[config.mk]
export PLATFORM = sky130hd
export DESIGN_NAME = line_clear
export DESIGN_NICKNAME = d
export VERILOG_FILES = /design/src/rtl/memory_p.sv /design/src/rtl/line_clear.sv
export SDC_FILE = /design/constraint.sdc
export NUM_CORES = 1
export LEC_CHECK = 0
export CAP_MARGIN = 20
export CORE_MARGIN = 4
export CORE_UTILIZATION = 30
export CTS_CLUSTER_SIZE = 25
export DETAILED_ROUTE_END_ITERATION = 8
export DONT_BUFFER_PORTS = 1
export SLEW_MARGIN = 10
export SYNTH_ARGS = -nofsm -noshare
export SYNTH_HDL_FRONTEND = slang
export SYNTH_SLANG_ARGS = --single-unit
[constraint.sdc]
create_clock -name clk -period 2.7 [get_ports clk]
set_input_delay 0.27 -clock clk [delete_from_list [all_inputs] [get_ports clk]]
set_output_delay 0.27 -clock clk [all_outputs]
set_load 0.01 [all_outputs]
[src/rtl/memory_p.sv]
// Shared board geometry and FSM state encoding for the line-clear engine.
package memory_p;
  localparam int BOARD_ROWS = 20;
  localparam int BOARD_COLS = 20;
  localparam int ROWID_W    = 5;

  typedef enum logic [2:0] {
    IDLE,
    READ,
    WRITE,
    CLEAR,
    DONE
  } lc_state_t;
endpackage

[src/rtl/line_clear.sv]
// Line-clear engine: compacts non-full rows toward the bottom of the board,
// zero-fills the vacated top rows, and keeps last-pass and running line counts.
module line_clear #(
  parameter int BOARD_ROWS = memory_p::BOARD_ROWS,
  parameter int BOARD_COLS = memory_p::BOARD_COLS
) (
  input  logic                  clk,
  input  logic                  reset_n,
  input  logic                  start,
  output logic                  busy,
  output logic                  done,
  output logic [4:0]            lines_cleared,
  output logic [15:0]           total_lines,
  output logic                  wnr,
  output logic [4:0]            rowid,
  output logic [BOARD_COLS-1:0] wdata,
  input  logic [BOARD_COLS-1:0] rdata
);
  import memory_p::*;

  localparam logic [ROWID_W-1:0] LAST = ROWID_W'(BOARD_ROWS - 1);
  localparam logic [ROWID_W-1:0] ONE  = ROWID_W'(1);

  lc_state_t             state_q;
  logic [ROWID_W-1:0]    src_q, dst_q, rowid_q;
  logic [4:0]            cnt_q, clr_q, lines_q;
  logic [15:0]           total_q;
  logic [BOARD_COLS-1:0] row_q;
  logic                  busy_q, done_q, wnr_q;

  logic                  row_full;
  logic [16:0]           tot_sum;
  logic [15:0]           tot_sat;

  assign row_full = (rdata == {BOARD_COLS{1'b1}});
  assign tot_sum  = {1'b0, total_q} + {12'b0, cnt_q};
  assign tot_sat  = tot_sum[16] ? 16'hFFFF : tot_sum[15:0];

  // Outputs are registered: every branch sets up the bus values the next state needs.
  always_ff @(posedge clk or negedge reset_n) begin
    if (!reset_n) begin
      state_q <= IDLE;
      src_q   <= '0;
      dst_q   <= '0;
      rowid_q <= '0;
      cnt_q   <= '0;
      clr_q   <= '0;
      lines_q <= '0;
      total_q <= '0;
      row_q   <= '0;
      busy_q  <= 1'b0;
      done_q  <= 1'b0;
      wnr_q   <= 1'b0;
    end else begin
      done_q <= 1'b0;
      case (state_q)
        IDLE: begin
          if (start) begin
            src_q   <= LAST;
            dst_q   <= LAST;
            cnt_q   <= '0;
            rowid_q <= LAST;
            wnr_q   <= 1'b0;
            busy_q  <= 1'b1;
            state_q <= READ;
          end
        end
        READ: begin
          row_q <= rdata;
          if (row_full) begin
            cnt_q <= cnt_q + 5'd1;
            if (src_q != '0) begin
              src_q   <= src_q - ONE;
              rowid_q <= src_q - ONE;
            end else begin
              // A full row at src 0 always leaves at least one row to clear.
              clr_q   <= cnt_q + 5'd1;
              rowid_q <= dst_q;
              row_q   <= '0;
              wnr_q   <= 1'b1;
              state_q <= CLEAR;
            end
          end else begin
            rowid_q <= dst_q;
            wnr_q   <= 1'b1;
            state_q <= WRITE;
          end
        end
        WRITE: begin
          dst_q <= dst_q - ONE;
          row_q <= '0;
          if (src_q != '0) begin
            src_q   <= src_q - ONE;
            rowid_q <= src_q - ONE;
            wnr_q   <= 1'b0;
            state_q <= READ;
          end else if (cnt_q != '0) begin
            clr_q   <= cnt_q;
            rowid_q <= dst_q - ONE;
            state_q <= CLEAR;
          end else begin
            wnr_q   <= 1'b0;
            done_q  <= 1'b1;
            lines_q <= cnt_q;
            total_q <= tot_sat;
            state_q <= DONE;
          end
        end
        CLEAR: begin
          if (clr_q == 5'd1) begin
            wnr_q   <= 1'b0;
            done_q  <= 1'b1;
            lines_q <= cnt_q;
            total_q <= tot_sat;
            state_q <= DONE;
          end else begin
            clr_q   <= clr_q - 5'd1;
            rowid_q <= rowid_q - ONE;
          end
        end
        DONE: begin
          busy_q  <= 1'b0;
          rowid_q <= '0;
          row_q   <= '0;
          state_q <= IDLE;
        end
        default: state_q <= IDLE;
      endcase
    end
  end

  assign busy          = busy_q;
  assign done          = done_q;
  assign wnr           = wnr_q;
  assign rowid         = rowid_q;
  assign wdata         = row_q;
  assign lines_cleared = lines_q;
  assign total_lines   = total_q;
endmodule

* Word level (Yosys, flattened, before mapping)
Index checks and enable logic that the tools add are counted.
** Word-level totals
- Output and inout bits :: 49
- Logic and storage cells :: 109
- Register bits after elaboration :: 72
** Cells by class
- Add/sub/neg operators :: 6
- Multiplexer cells :: 52
- Reductions and logical operators :: 22
- Equal/unequal tests :: 17
** Operator list (count)
- 5-bit two-way mux :: 18
- 16-bit two-way mux :: 4
- 20-bit two-way mux :: 2
- 20-bit case mux with 2 select lines :: 1
- 16-bit case mux with 2 select lines :: 1
- 5-bit case mux with 2 select lines :: 3
- 5-bit case mux with 3 select lines :: 2
- 5-bit case mux with 5 select lines :: 1
- 20-bit == test, second input constant :: 1
- 5-bit by 1-bit subtractor with 5-bit output, second input constant :: 4
- 3-bit two-way mux :: 6
- 16-bit by 5-bit adder with 17-bit output :: 1
- 2-bit inequality test, second input constant :: 8
- 5-bit nonzero test :: 3
- 3-bit case mux with 4 select lines :: 1
- 1-bit two-way mux :: 10
- 2-bit nonzero test :: 5
- 3-bit inequality test, second input constant :: 3
- 3-bit AND reduction :: 3
- 4-bit AND reduction :: 2
- 3-bit by 2-bit == test with 1-bit output, second input constant :: 2
- 6-bit AND reduction :: 1
- 3-bit nonzero test :: 2
- 5-bit by 1-bit adder with 5-bit output, second input constant :: 1
- 10 further kinds :: 12

* Longest topological paths before layout
- Depth in word-level cells :: 5
- Depth in mapped cells :: 9
- Mapped depth without buffers :: 8

* Worst setup path before layout
OpenSTA, ideal clock, no wires.
- Path type :: flip-flop to flip-flop
- Start point :: register src_q[0]
- End point :: register total_q[15] (netlist: total_lines[15])
- Library setup time :: 0.125 ns
- Slack :: 0.554 ns
- Buffers on the path :: 0
- Arrival time :: 2.022 ns
- Stages on the path, launching flop included :: 9
- Clock period less this slack :: 2.146 ns
- Cell sequence :: dfrtp_1 -> inv_1 -> ha_1 -> nor4b_4 -> nand3_4 -> a21oi_4 -> nand2_2 -> nor3_1 -> mux2_2
** On the way
- Word-level cells in the longest chain between the ends :: 3
** RTL lines
- from (decl) :: RTL line line_clear.sv:25 : logic [ROWID_W-1:0] src_q, dst_q, rowid_q;
- from (signal assigned) :: RTL line line_clear.sv:73 : src_q <= src_q - ONE;
- from (signal assigned) :: RTL line line_clear.sv:93 : src_q <= src_q - ONE;
- 5-bit nonzero test :: RTL line line_clear.sv:92 : if (src_q != '0) begin
- 2-bit inequality test (no line)
- 4-bit AND reduction (no line)
- to (signal assigned) :: RTL line line_clear.sv:105 : total_q <= tot_sat;
- to (signal assigned) :: RTL line line_clear.sv:114 : total_q <= tot_sat;
- to (decl) :: RTL line line_clear.sv:27 : logic [15:0] total_q;
No other way between the ends.
A chain may end at the register's enable or synchronous reset.

* Worst setup path in the final report
- Start point :: register cnt_q[1]
- End point :: register total_q[8] (netlist: total_lines[8])
** On the way
- Word-level cells in the longest chain between the ends :: 5
- Elaborated cells on any way between the ends :: 9
- Classes of those cells :: add/sub: 1; eq/ne: 1; mux: 5; reduce/logical: 2
** RTL lines
- from (decl) :: RTL line line_clear.sv:26 : logic [4:0] cnt_q, clr_q, lines_q;
- from (signal assigned) :: RTL line line_clear.sv:71 : cnt_q <= cnt_q + 5'd1;
- 16-bit by 5-bit adder with 17-bit output :: RTL line line_clear.sv:36 : assign tot_sum = {1'b0, total_q} + {12'b0, cnt_q};
- 16-bit two-way mux :: RTL line line_clear.sv:37 : assign tot_sat = tot_sum[16] ? 16'hFFFF : tot_sum[15:0];
- 16-bit two-way mux :: RTL line line_clear.sv:97 : end else if (cnt_q != '0) begin
- 16-bit two-way mux :: RTL line line_clear.sv:92
- 16-bit case mux with 2 select lines :: RTL line line_clear.sv:56 : case (state_q)
Several ways; a longest one is shown, not always the timed one. The select of a mux whose other input is x is not followed.

==> flow_summary.toml <==
[cts]
clk_pin_slew_ns = 0.06
h-tree-depth = 3
cts_setup_buffers = 0
cts_root_buf = "clkbuf_16"
numCtsBuffers = 9
cts.sinks = 72
clk_latency_ns = 0.34
cts_resized = 0
clock_path_buffers = 2
cts_tree = "yes"

[routing]
firstDrtPassIters = 4
avgViaCountPerCell = 5.37
wl_met1_um = 4590
drt_iter0_drc = 152
drt-wirelength-per-cell_um = 17.3
wl_met3_um = 831
dr_total_vias = 3198
remaining_drc_errors = 0
dr_wl_met2_um = 4680
top_layer = "met4"
detail-route-antenna-nets = 0
routed_wl_um = 10300

[critical_path]
slowest_delay_ns = 0.49
worstPathCellList = "inv_1 -> ha_1 -> nor4b_4 -> nand3_4 -> a221oi_4 -> nand4_1 -> mux2_1"
crit_type = "reg -> reg"
worst-path-buf-inv = 1
cp-end-kind = "flop"
arrival_ns = 2.58
critPathMaxFanout = 9
critPathLaunchType = "flop"
cp_slowest_cell = "dfrtp_1"
required_ns = 2.92
critPathTopFamily = "simple AND/OR/NAND/NOR gates"

[layout]
syn2layout_area_growth_pct = 15.9
final_area_mm2 = 0.00456
seq_area_mm2 = 0.00180
nFillCells = 1341
layout.nets = 454
multi_input_area_mm2 = 0.00202
antenna_cells = 0
drive_gt1_share_pct = 12.8

[grt]
grt_remaining_overflow = 0
grt_pass1_wl_um = 17000
grt_max_degree = 73
globalRouteTotalUtil_pct = 14.6
antenna_found_initial = 0
grt_pass1_vias = 3210

[sta]
setup_viol = 0
holdWs_ns = 0.0615
post-route-period-util_pct = 87.6
worst_pin_slew_ns = 0.695
finClkSkew_ns = 0.00688
slew_headroom_pct = 53.7
tns_ns = 0
slew_violations = 0
rsz0062_at_grt = "no"
fin_crit_ns = 2.37
max_freq_mhz = 423
hold_viol = 0

[run]
cap_viol_max_count = 0

[logic_synthesis]
synth_common_cells = "72 x dfrtp_1, 37 x nand2_1, 36 x o21ai_0"
async_flop_share_pct = 100
synth-seq-cells = 72
yosysMostFrequentCell = "dfrtp_1"
synthesis.nets = 440
synth-compound-area-share_pct = 21.2
synth_simple_gate_area_share_pct = 19.1
synth_ff_type = "dfrtp_1"
ys_seq_area_share_pct = 45.8
synthCells = 404
synth_edf_count = 0
synth_top_area_share_pct = 45.8
syn_area_mm2 = 0.00393
synth_area_per_cell_um2 = 9.74
synth.area.top_cells = "dfrtp_1 46%, a22o_1 4.7%, o21ai_0 4.6%"
ys_types = 56
synth.mux.area_fraction_pct = 4.93
synthXorXnorAreaFrac_pct = 1.78
yosys_warnings = 0
synth_top_area_cell = "dfrtp_1"
synth_top_family_by_area = "compound AO/OA/AOI/OAI gates"
synthAdderAreaFrac_pct = 4.33

[placed_design]
finalWeightedCongestion = 0.877
portBuffers = 0
place_area_mm2 = 0.00421
dp_hpwl_um = 7580

[floorplan]
start_util_pct = 30.9
die_x_um = 123
dieHeight_um = 123
rows = 41
dieArea_mm2 = 0.0150
core_area_mm2 = 0.0127
io_pins = 72

[power]
cellInternalPower_w = 0.00295
power_frac_clock_pct = 26.1
switching_share_pct = 39.3
ir_drop_v = 0.000407
combPwrFrac_pct = 36.3
pwr_density_cell_mw_per_mm2 = 1070
p_leak_nw = 2.04
seqPwrFrac_pct = 37.5
switchingPower_w = 0.00191

[min_path]
hold_class = "in -> reg"

[outcome]
status = "complete, no violations"
## area by class of cell
cell class	instances	share of cell area, %
clock buffers	10	5.02
repair buffers	18	3.46
inverters	14	1.15
clock inverters	6	1.84
well taps	172	4.72
flip-flops and latches	72	39.5
multi-input cells	303	44.3
## final timing paths
path | start | endpoint | slack (ns) | depth (start not counted)
max | cnt_q[1] | total_lines[8] | 0.33 | 7
min | rdata[12] | wdata[12] | 0.06 | 1
max reg2reg | cnt_q[1] | total_lines[8] | 0.33 | 7
min reg2reg | dst_q[4] | dst_q[4] | 0.50 | 1
max in group asynchronous | reset_n | rowid[4] | 1.89 | 2
min in group asynchronous | reset_n | clr_q[0] | 0.45 | 2
## cell families after synthesis
kind of cell / count (synthesis)
AO/OA/AOI/OAI: 123
XOR/XNOR: 8
adder cells (fa/ha/maj): 13
buffers and inverters: 29
flip-flops: 72
multiplexers: 18
AND/OR/NAND/NOR: 141
## sequential cells by signal, indices dropped and copies added (netlist names)
register,count
busy,1
clr_q,5
cnt_q,5
done,1
dst_q,5
lines_cleared,5
rowid,5
src_q,5
state_q,3
total_lines,16
wdata,20
wnr,1
## worst reg2reg max path, stage by stage (launching register included)
cell and delay (ns):
dfrtp_1 0.49, inv_1 0.10, ha_1 0.14, nor4b_4 0.37, nand3_4 0.18, a221oi_4 0.49
nand4_1 0.16, mux2_1 0.34
## cell usage in the layout, fill, tap and decap left out, types with 12 or more instances in the layout
| master | n |
|---|---|
| inv_1 | 14 |
| buf_4 | 16 |
| a22o_1 | 21 |
| nand4_1 | 14 |
| ha_1 | 12 |
| nor2_1 | 33 |
| dfrtp_1 | 72 |
| nand2_1 | 37 |
| nand3_1 | 12 |
| o21ai_0 | 36 |
| a21oi_1 | 20 |
| nor3_1 | 14 |
## repair_timing
item / CTS / global route
hold buffers: 2 / 0
endpoints found under the hold margin: 72 / 0
setup endpoints to repair: 0 / 0
## through the flow
step	power (W)	util (%)	std cells	setup slack, ns
after floorplan	0.00304	-	404	0.554
after global placement	0.00354	33.1	577	0.303
after detailed placement	0.00358	33.1	577	0.318
after CTS	0.00490	35.8	595	0.298
after global routing	0.00522	35.8	595	0.108
final	0.00486	35.8	595	0.334
## metal layers
metal / up-vias / global-route usage [%]
li1: 1530 / -
met1: 1561 / 19.5
met2: 96 / 22.1
met3: 11 / 4.33
met4: 0 / 6.30
met5: - / 0
## power by group through the flow
stage                     clock [W]  sequential, W  combinational (W)
after floorplan                   0        0.00170            0.00134
after global placement            0        0.00184            0.00170
after detailed placement          0        0.00184            0.00174
after CTS                   0.00130        0.00183            0.00177
after global routing        0.00135        0.00188            0.00199
final                       0.00127        0.00182            0.00177
(Power assumes the default switching activity.)
